<file path="src/rtl/ahb_slave_if_p.sv">
// ahb_slave_if_p: AHB slave front-end of the AHB-to-APB bridge.
// Decodes NUM_SLV equal APB regions, tracks the AHB transfer state and burst beat
// count, and pipelines address/data two stages deep for the APB FSM.
// Optional feature: define AHB_ERR_RESP_EN to answer unmapped or oversized transfers
// with a two-cycle AHB ERROR response; otherwise Hreadyout/Hresp are tied to OKAY.
module ahb_slave_if_p #(
    parameter int unsigned       ADDR_W    = 32,
    parameter int unsigned       DATA_W    = 32,
    parameter int unsigned       NUM_SLV   = 3,
    parameter logic [ADDR_W-1:0] BASE_ADDR = 32'h8000_0000,
    parameter logic [ADDR_W-1:0] SLV_SIZE  = 32'h0400_0000,
    parameter int unsigned       BEAT_W    = 4
) (
    input  logic               Hclk,
    input  logic               Hreset,
    input  logic               Hreadyin,
    input  logic [1:0]         Htrans,
    input  logic               Hwrite,
    input  logic [2:0]         Hsize,
    input  logic [ADDR_W-1:0]  Haddr,
    input  logic [DATA_W-1:0]  Hwdata,
    output logic               Valid,
    output logic [NUM_SLV-1:0] Tempselx,
    output logic [ADDR_W-1:0]  Haddr1,
    output logic [ADDR_W-1:0]  Haddr2,
    output logic [DATA_W-1:0]  Hdata1,
    output logic [DATA_W-1:0]  Hdata2,
    output logic               Hwrite_reg,
    output logic [BEAT_W-1:0]  Beat_cnt,
    output logic               Hreadyout,
    output logic [1:0]         Hresp
);

    // AHB HTRANS encodings
    localparam logic [1:0] TrIdle   = 2'b00;
    localparam logic [1:0] TrBusy   = 2'b01;
    localparam logic [1:0] TrNonseq = 2'b10;
    localparam logic [1:0] TrSeq    = 2'b11;

    // Largest legal HSIZE is the full data-bus width
    localparam int unsigned MaxSize = $clog2(DATA_W / 8);

    typedef enum logic [2:0] {
        StIdle,
        StBusy,
        StNonseq,
        StSeq,
        StErr1,
        StErr2
    } state_e;

    // One extra bit so the upper bound of the top region cannot wrap to zero
    typedef logic [ADDR_W:0] addr_ext_t;

    localparam addr_ext_t BaseExt = addr_ext_t'(BASE_ADDR);
    localparam addr_ext_t SizeExt = addr_ext_t'(SLV_SIZE);

    state_e              state_q, state_d;
    logic   [BEAT_W-1:0] beat_d;
    logic                in_err1;
    logic                accept;
    logic                mapped;
    logic                size_ok;
    addr_ext_t           haddr_ext;

    assign haddr_ext = {1'b0, Haddr};

    // Region decode: one comparator pair per APB slave window
    for (genvar i = 0; i < NUM_SLV; i++) begin : g_region
        localparam addr_ext_t Lo = BaseExt + addr_ext_t'(i) * SizeExt;
        localparam addr_ext_t Hi = Lo + SizeExt;
        assign Tempselx[i] = (haddr_ext >= Lo) && (haddr_ext < Hi);
    end

`ifdef AHB_ERR_RESP_EN
    logic bad_xfer;

    // The first error cycle stalls the bus, so nothing new can be accepted in it
    assign in_err1  = (state_q == StErr1);
    assign bad_xfer = accept & ~(mapped & size_ok);
`else
    assign in_err1  = 1'b0;
`endif

    assign accept  = Hreadyin & Htrans[1] & ~in_err1;
    assign mapped  = |Tempselx;
    assign size_ok = (Hsize <= 3'(MaxSize));
    assign Valid   = accept & mapped & size_ok;

    // Next transfer state and beat index from HTRANS
    always_comb begin
        state_d = state_q;
        beat_d  = Beat_cnt;
        if (in_err1) begin
            state_d = StErr2;
        end else if (Hreadyin) begin
            unique case (Htrans)
                TrIdle: begin
                    state_d = StIdle;
                    beat_d  = '0;
                end
                TrBusy: begin
                    state_d = StBusy;
                end
                TrNonseq: begin
                    state_d = StNonseq;
                    beat_d  = '0;
                end
                TrSeq: begin
                    // A SEQ with no burst in progress is really the first beat
                    if (state_q == StIdle) begin
                        state_d = StNonseq;
                        beat_d  = '0;
                    end else begin
                        state_d = StSeq;
                        beat_d  = (Beat_cnt == '1) ? Beat_cnt : Beat_cnt + BEAT_W'(1);
                    end
                end
                default: begin
                    state_d = state_q;
                end
            endcase
`ifdef AHB_ERR_RESP_EN
            if (bad_xfer) begin
                state_d = StErr1;
                beat_d  = '0;
            end
`endif
        end
    end

    // Transfer state and beat counter registers
    always_ff @(posedge Hclk or negedge Hreset) begin
        if (!Hreset) begin
            state_q  <= StIdle;
            Beat_cnt <= '0;
        end else begin
            state_q  <= state_d;
            Beat_cnt <= beat_d;
        end
    end

    // Two-stage address/data pipeline, frozen while the bus is waited
    always_ff @(posedge Hclk or negedge Hreset) begin
        if (!Hreset) begin
            Haddr1 <= '0;
            Haddr2 <= '0;
            Hdata1 <= '0;
            Hdata2 <= '0;
        end else if (Hreadyin) begin
            Haddr1 <= Haddr;
            Haddr2 <= Haddr1;
            Hdata1 <= Hwdata;
            Hdata2 <= Hdata1;
        end
    end

    // Direction is captured only for transfers the slave actually accepts
    always_ff @(posedge Hclk or negedge Hreset) begin
        if (!Hreset) begin
            Hwrite_reg <= 1'b0;
        end else if (accept) begin
            Hwrite_reg <= Hwrite;
        end
    end

`ifdef AHB_ERR_RESP_EN
    // ERROR response: stall in the first cycle, complete in the second
    assign Hreadyout = (state_q != StErr1);
    assign Hresp     = ((state_q == StErr1) || (state_q == StErr2)) ? 2'b01 : 2'b00;
`else
    assign Hreadyout = 1'b1;
    assign Hresp     = 2'b00;
`endif

endmodule

</file>
<file path="config.mk">
export PLATFORM = sky130hd
export DESIGN_NAME = ahb_slave_if_p
export DESIGN_NICKNAME = d
export VERILOG_FILES = /design/src/rtl/ahb_slave_if_p.sv
export SDC_FILE = /design/constraint.sdc
export NUM_CORES = 1
export LEC_CHECK = 0
export CORE_UTILIZATION = 30
export DETAILED_ROUTE_END_ITERATION = 10
export DONT_BUFFER_PORTS = 1
export PLACE_DENSITY = 0.47
export SLEW_MARGIN = 20
export SYNTH_ARGS = -nofsm -noshare
export SYNTH_HDL_FRONTEND = slang
export SYNTH_SLANG_ARGS = --single-unit
</file>
<file path="constraint.sdc">
create_clock -name Hclk -period 1.77 [get_ports Hclk]
set_clock_uncertainty 0.05 [all_clocks]
set_input_delay 0.354 -clock Hclk [delete_from_list [all_inputs] [get_ports Hclk]]
set_output_delay 0.354 -clock Hclk [all_outputs]
set_load 0.01 [all_outputs]
</file>
==> results.md <==
- CTS Root Buffer Type: clkbuf_16
- Max-cap violations: 0
- Post-synth top area cell: dfrtp_1
- Overall power after layout: 7.61 mW
- H-tree depth: 4
- Worst skew pair latency: 0.40 ns
- Post-Layout Cell Count: 560
- Worst path max stage delay: 0.59 ns
- Cts repair resizes: 0
- Area Growth Syn to Fin: 14.7%
- Num CTS Buffers: 17
- Top cell type's share of synthesized area: 65.1%
- Pwr dens: 1280 mW/mm2
- Status: finished with violations
- Wire length per cell: 18.1 um
- Hold Buf Count CTS: 1
- Crit path cell chain: or4b_4, nor3b_1, buf_4
- CTS Sinks: 135
- ANT cells: 0
- Synth Area in Simple Gates: 2.12%
- Die Ht: 133 um
- Vias per std cell: 4.71
- Maximum clock path buffer count: 2
- Clock tree from TritonCTS: built
- First drt pass iteration count: 4
- Initial antenna violation count: 0
- Grt ovf: 0
- DP Wirelength: 6630 um
- Critical path arrival: 1.32 ns
- GRT busiest layer: met2
- Yosys reg bits: 135
- CORE AREA: 0.0168 mm2
- First-pass GRT wire length: 16400 um
- Failing checks: hold timing
- F_max: 578 MHz
- Final worst path period share: 97.7%
- Startpoint Class: input port
- Post-synthesis async set-or-reset flop share: 100%
- Die Wd: 133 um
- Starting DRT DRC Count: 122
- Critical path peak fanout: 4
- Port buffer count: 0
- Unrepaired setup endpoints after global routing: no
- Remaining DRCs: 0
- Hold Crit Class: in -> async
- Top Ports: 213
- Register area share after synthesis: 65.1%
- Global Route Usage Sum: 12.0%
- Number of hold violations in the final report: 135
- Fin crit period: 1.73 ns
- M1 GR Usage: 14.0%
- Crit-path slowest cell: or4b_4
- Vias in the first global route: 2920
- Met3 Use GR: 6.96%
- Mapped Cells: 319
- Setup violators final: 0
- Hold Slack: -0.406 ns
- Share of cells above drive strength 1: 47.9%
- Area of the mapped netlist: 0.00519 mm2
- DR vias: 2637
- Mux share of post-synthesis cell area: 28.0%
- Standby leakage power: 2.48 nW
- Xor and xnor fraction of the mapped netlist area: 0%
- # fillers: 1608
- Largest family of logic cells by synthesized area: multiplexers
- Post-synth EDFFs: 0
- Distinct cells, synth: 27
- Crit end category: primary output
- Die area: 0.0178 mm2
- Final ANT Viol Nets: 0
- Main flop type after synthesis: dfrtp_1
- Routability Congestion: 0.706
- Initial core utilization: 30.9%
- Met2 GRT Util: 18.3%
- Crit Path Category: in -> out
- Area contributors post-synth: dfrtp_1 65%, mux2_2 28%, buf_2 1.4%
- Total Wirelength: 10100 um
- Largest net degree at the start of global routing: 137
- Worst-path clk slew: 0.05 ns
- Slew @ Worst Pin: 0.516 ns
- Nets: 401
- Post-CTS Setup Inserts: 0
- Slew Limit Fails: 0
- Complex-gate fraction of the synthesized area: 2.20%
- Placed cells: 527
- Syn Area/Cell: 16.3 um2
- YS warnings: 0
- Slew HR: 65.5%
- Row count: 47
- CP required: 1.37 ns
- Worst VDD drop: 798 uV
- Adder-Cell Fraction of Synth Area: 0.241%
routing by layer:
| layer | share of wire, % | wire, um | vias up |
|---|---|---|---|
| met5 | 0 | 0 | - |
| met4 | 0.90 | 91 | 0 |
| met3 | 12 | 1230 | 5 |
| met2 | 49 | 4960 | 144 |
| met1 | 38 | 3860 | 1339 |
| li1 | - | - | 1149 |
per-stage QoR:
stage / setup WS [ns] / utilization, % / instance area (um2) / TNS, ns
finish: 0.0411 / 35.5 / 5950 / 0
global route: 0.00452 / 35.5 / 5950 / 0
CTS: 0.0227 / 35.5 / 5950 / 0
detailed placement: -0.00970 / 32.2 / 5400 / -0.00970
global placement: -0.00447 / 32.2 / 5400 / -0.00447
floorplan: 0.0771 / - / 5190 / 0
power by group:
part / leakage, nW / total, mW / switching [mW] / internal [mW]
combinational: 0.630 / 0.445 / 0.116 / 0.328
sequential: 1.59 / 3.96 / 0.490 / 3.47
clock: 0.257 / 3.20 / 1.25 / 1.95
total: 2.48 / 7.61 / 1.85 / 5.75
Yosys cell counts (2+ instances only):
cell type and count:
buf_2 14, nor3b_1 2, mux2_2 129, nand2_1 2, conb_1 2, o21ai_0 2
nand3_1 3, dfrtp_1 135, buf_4 4, o32ai_1 2, nor3_1 2, and3_1 2
a211oi_1 2, a31oi_1 2, inv_1 3, nor2_1 2
worst max-delay path: cells and delay by family:
kind	cells	cell delay, ns
AND/OR/NAND/NOR	2	0.82
buffers and inverters	1	0.15
kinds of logic (layout without fill, tap and decap cells):
| family | Yosys count | in the layout |
|---|---|---|
| simple gates | 18 | 18 |
| flops | 135 | 135 |
| fa+ha+maj | 1 | 1 |
| compound gates | 13 | 13 |
| mux | 129 | 129 |
| other cells | 2 | 3 |
| buf+inv | 21 | 41 |
layout by cell type (no fill, tap or decap), types with 2 or more instances in the layout:
master,n
a31oi_1,2
dfrtp_1,135
nand2_1,2
buf_4,5
inv_1,3
o32ai_1,2
nor3_1,2
clkbuf_1,5
clkbuf_16,17
nor3b_1,2
nor2_1,2
a211oi_1,2
nand3_1,3
conb_1,3
and3_1,2
clkinv_2,5
o21ai_0,2
clkinvlp_4,3
mux2_2,129
area by class of cell:
type                    instances  area [um2]  area share (%)
flip-flops and latches        135        3380            56.8
inverters                       3        11.3           0.189
clock buffers                  23         458            7.70
multi-input cells             164        1700            28.6
well taps                     220         275            4.63
repair buffers                  6        47.5           0.799
clock inverters                 9        77.6            1.30
worst paths after layout:
check                            start  cells after the start  slack (ns)          end
setup / recovery             Haddr[30]                      3        0.04  Tempselx[1]
hold / removal                  Hreset                      0       -0.41    Hdata2[8]
setup reg to reg           Beat_cnt[0]                      4        0.26  Beat_cnt[0]
hold reg to reg             state_q[0]                      2        0.51   state_q[0]
max in group asynchronous       Hreset                      0        1.92   Hdata2[18]
min in group Hclk            Haddr[11]                      1        0.04   Haddr1[11]
(Power assumes the default switching activity.)
==> patch (same flow settings) <==
Re-encode `state_e` (6 states) as one-hot, 6 bits wide.
--- a/src/rtl/ahb_slave_if_p.sv
+++ b/src/rtl/ahb_slave_if_p.sv
@@ -40,13 +40,13 @@
     // Largest legal HSIZE is the full data-bus width
     localparam int unsigned MaxSize = $clog2(DATA_W / 8);
 
-    typedef enum logic [2:0] {
-        StIdle,
-        StBusy,
-        StNonseq,
-        StSeq,
-        StErr1,
-        StErr2
+    typedef enum logic [5:0] {
+        StIdle   = 6'b000001,
+        StBusy   = 6'b000010,
+        StNonseq = 6'b000100,
+        StSeq    = 6'b001000,
+        StErr1   = 6'b010000,
+        StErr2   = 6'b100000
     } state_e;
 
     // One extra bit so the upper bound of the top region cannot wrap to zero
Function: same outputs for any inputs over 10 cycles, from zero or initial values and one cycle with Hreset low; not proved beyond that.
==> patch against the unedited design <==
- global-route usage grew 0.077 points
- setup slack lost 0.0071 ns
- count of clock-buffer cells in the layout shrank 2
- sequential share of layout area shrank 0.91 points
- sequential cell count grew 2
- maximum frequency shrank 0.41%
- critical path type unchanged
- synthesized area grew 1.0%
- sequential power grew 2%
- total power grew 11%
- routed wire length grew 1.5%
- hold slack lost 0.0054 ns
- final area grew 3.2%
- the run still ends with hold timing left
==> patch: results (changes against the unedited design) <==
| Metric | Value |
|---|---|
| Ant diodes | `0 (unchanged)` |
| Routing usage on met2 | `18.1% (was 18.3%)` |
| Main area contributors after synthesis | `dfrtp_1 (65%), mux2_2 (28%), buf_2 (1.4%) (unchanged)` |
| Status | `complete, but fails checks (unchanged)` |
| Largest stage delay, worst path | `0.56 ns (was 0.59 ns)` |
| Total Routing Usage GR | `12.1% (was 12.0%)` |
| Inst Count DP | `529 (was 527)` |
| Layout cell share with drive strength beyond 1 | `50.1% (was 47.9%)` |
| Area post-placement | `5450 µm² (was 5400 µm²)` |
| Drt total wl | `10300 µm (was 10100 µm)` |
| Largest net degree at the start of global routing | `138 (was 137)` |
| Endpoints failing hold | `137 (was 135)` |
| Detailed-route wire length per cell | `18.4 µm (was 18.1 µm)` |
| R2r startpoint | `state_q[0]$_DFFE_PN1P_ (was Beat_cnt[0]$_DFFE_PN0P_)` |
| Met1 wire length | `3960 µm (was 3860 µm)` |
| First-pass GRT wire length | `16500 µm (was 16400 µm)` |
| Number of antenna violations at the first check in global routing | `0 (unchanged)` |
| Commonest cells post-synth | `dfrtp_1 (136), mux2_2 (131), buf_2 (15) (was dfrtp_1 (135), mux2_2 (129), buf_2 (14))` |
| Adder-Cell Fraction of Synth Area | `0.239% (was 0.241%)` |
| Comb power | `448 µW` |
| Dpl hpwl | `6490 µm (was 6630 µm)` |
| Warnings from Yosys | `0 (unchanged)` |
| Pre-CTS setup slack | `0.0448 ns (was -0.00970 ns)` |
| Met2 WL | `4830 µm (was 4960 µm)` |
| Count of different cell masters after synthesis | `26 (was 27)` |
| Pleak | `2.57 nW (was 2.48 nW)` |
| Sequential-to-total area share from yosys stat | `65.4% (was 65.1%)` |
| Syn Inst Count | `322 (was 319)` |
| Post-synthesis mux area share | `28.2% (was 28.0%)` |
| Compound-Gate Fraction of Synth Area | `2.01% (was 2.20%)` |
| HP Class | `in -> async (unchanged)` |
| Worst hold slack | `-0.411 ns (was -0.406 ns)` |
| Switching Fraction | `23.0% (was 24.4%)` |
| PD cells | `1380 nW/µm² (was 1280 nW/µm²)` |
| Vias | `2653 (was 2637)` |
| Met3 usage | `7.18% (was 6.96%)` |
| RD Place Congestion | `0.719 (was 0.706)` |
| Vias in the first global route | `2936 (was 2920)` |
| GR Util met1 | `13.6% (was 14.0%)` |
| Violated checks | `hold timing (unchanged)` |
| Nets@finish | `403 (was 401)` |
| Seq pwr share | `47.5% (was 52.0%)` |
==> patch: cell count changes after synthesis, moves of 2 or more <==
| cell | change |
|---|---|
| a21oi_1 | +4 |
| nand3_1 | -3 |
| a211oi_1 | -2 |
| mux2_2 | +2 |
| nand3b_1 | +2 |
| nor2_1 | +2 |
| o32ai_1 | -2 |
==> patch: cell type report <==
class / instances / area [µm²]
clock inverters: 10 / 189
inverters: 3 / 11.3
flip-flops and latches: 137 / 3430
well taps: 220 / 275
multi-input cells: 165 / 1710
clock buffers: 21 / 480
fillers: 1644 / 10700
repair buffers: 5 / 40.0
==> patch: final timing paths <==
path	end	slack (ns)
max reg2reg	Beat_cnt[0]$_DFFE_PN0P_	0.39
max	Valid	0.03
min reg2reg	state_q[1]$_DFFE_PN0P_	0.47
min	Haddr2[26]$_DFFE_PN0P_	-0.41
max in group asynchronous	state_q[0]$_DFFE_PN1P_	1.89
min in group Hclk	Hdata1[4]$_DFFE_PN0P_	0.04
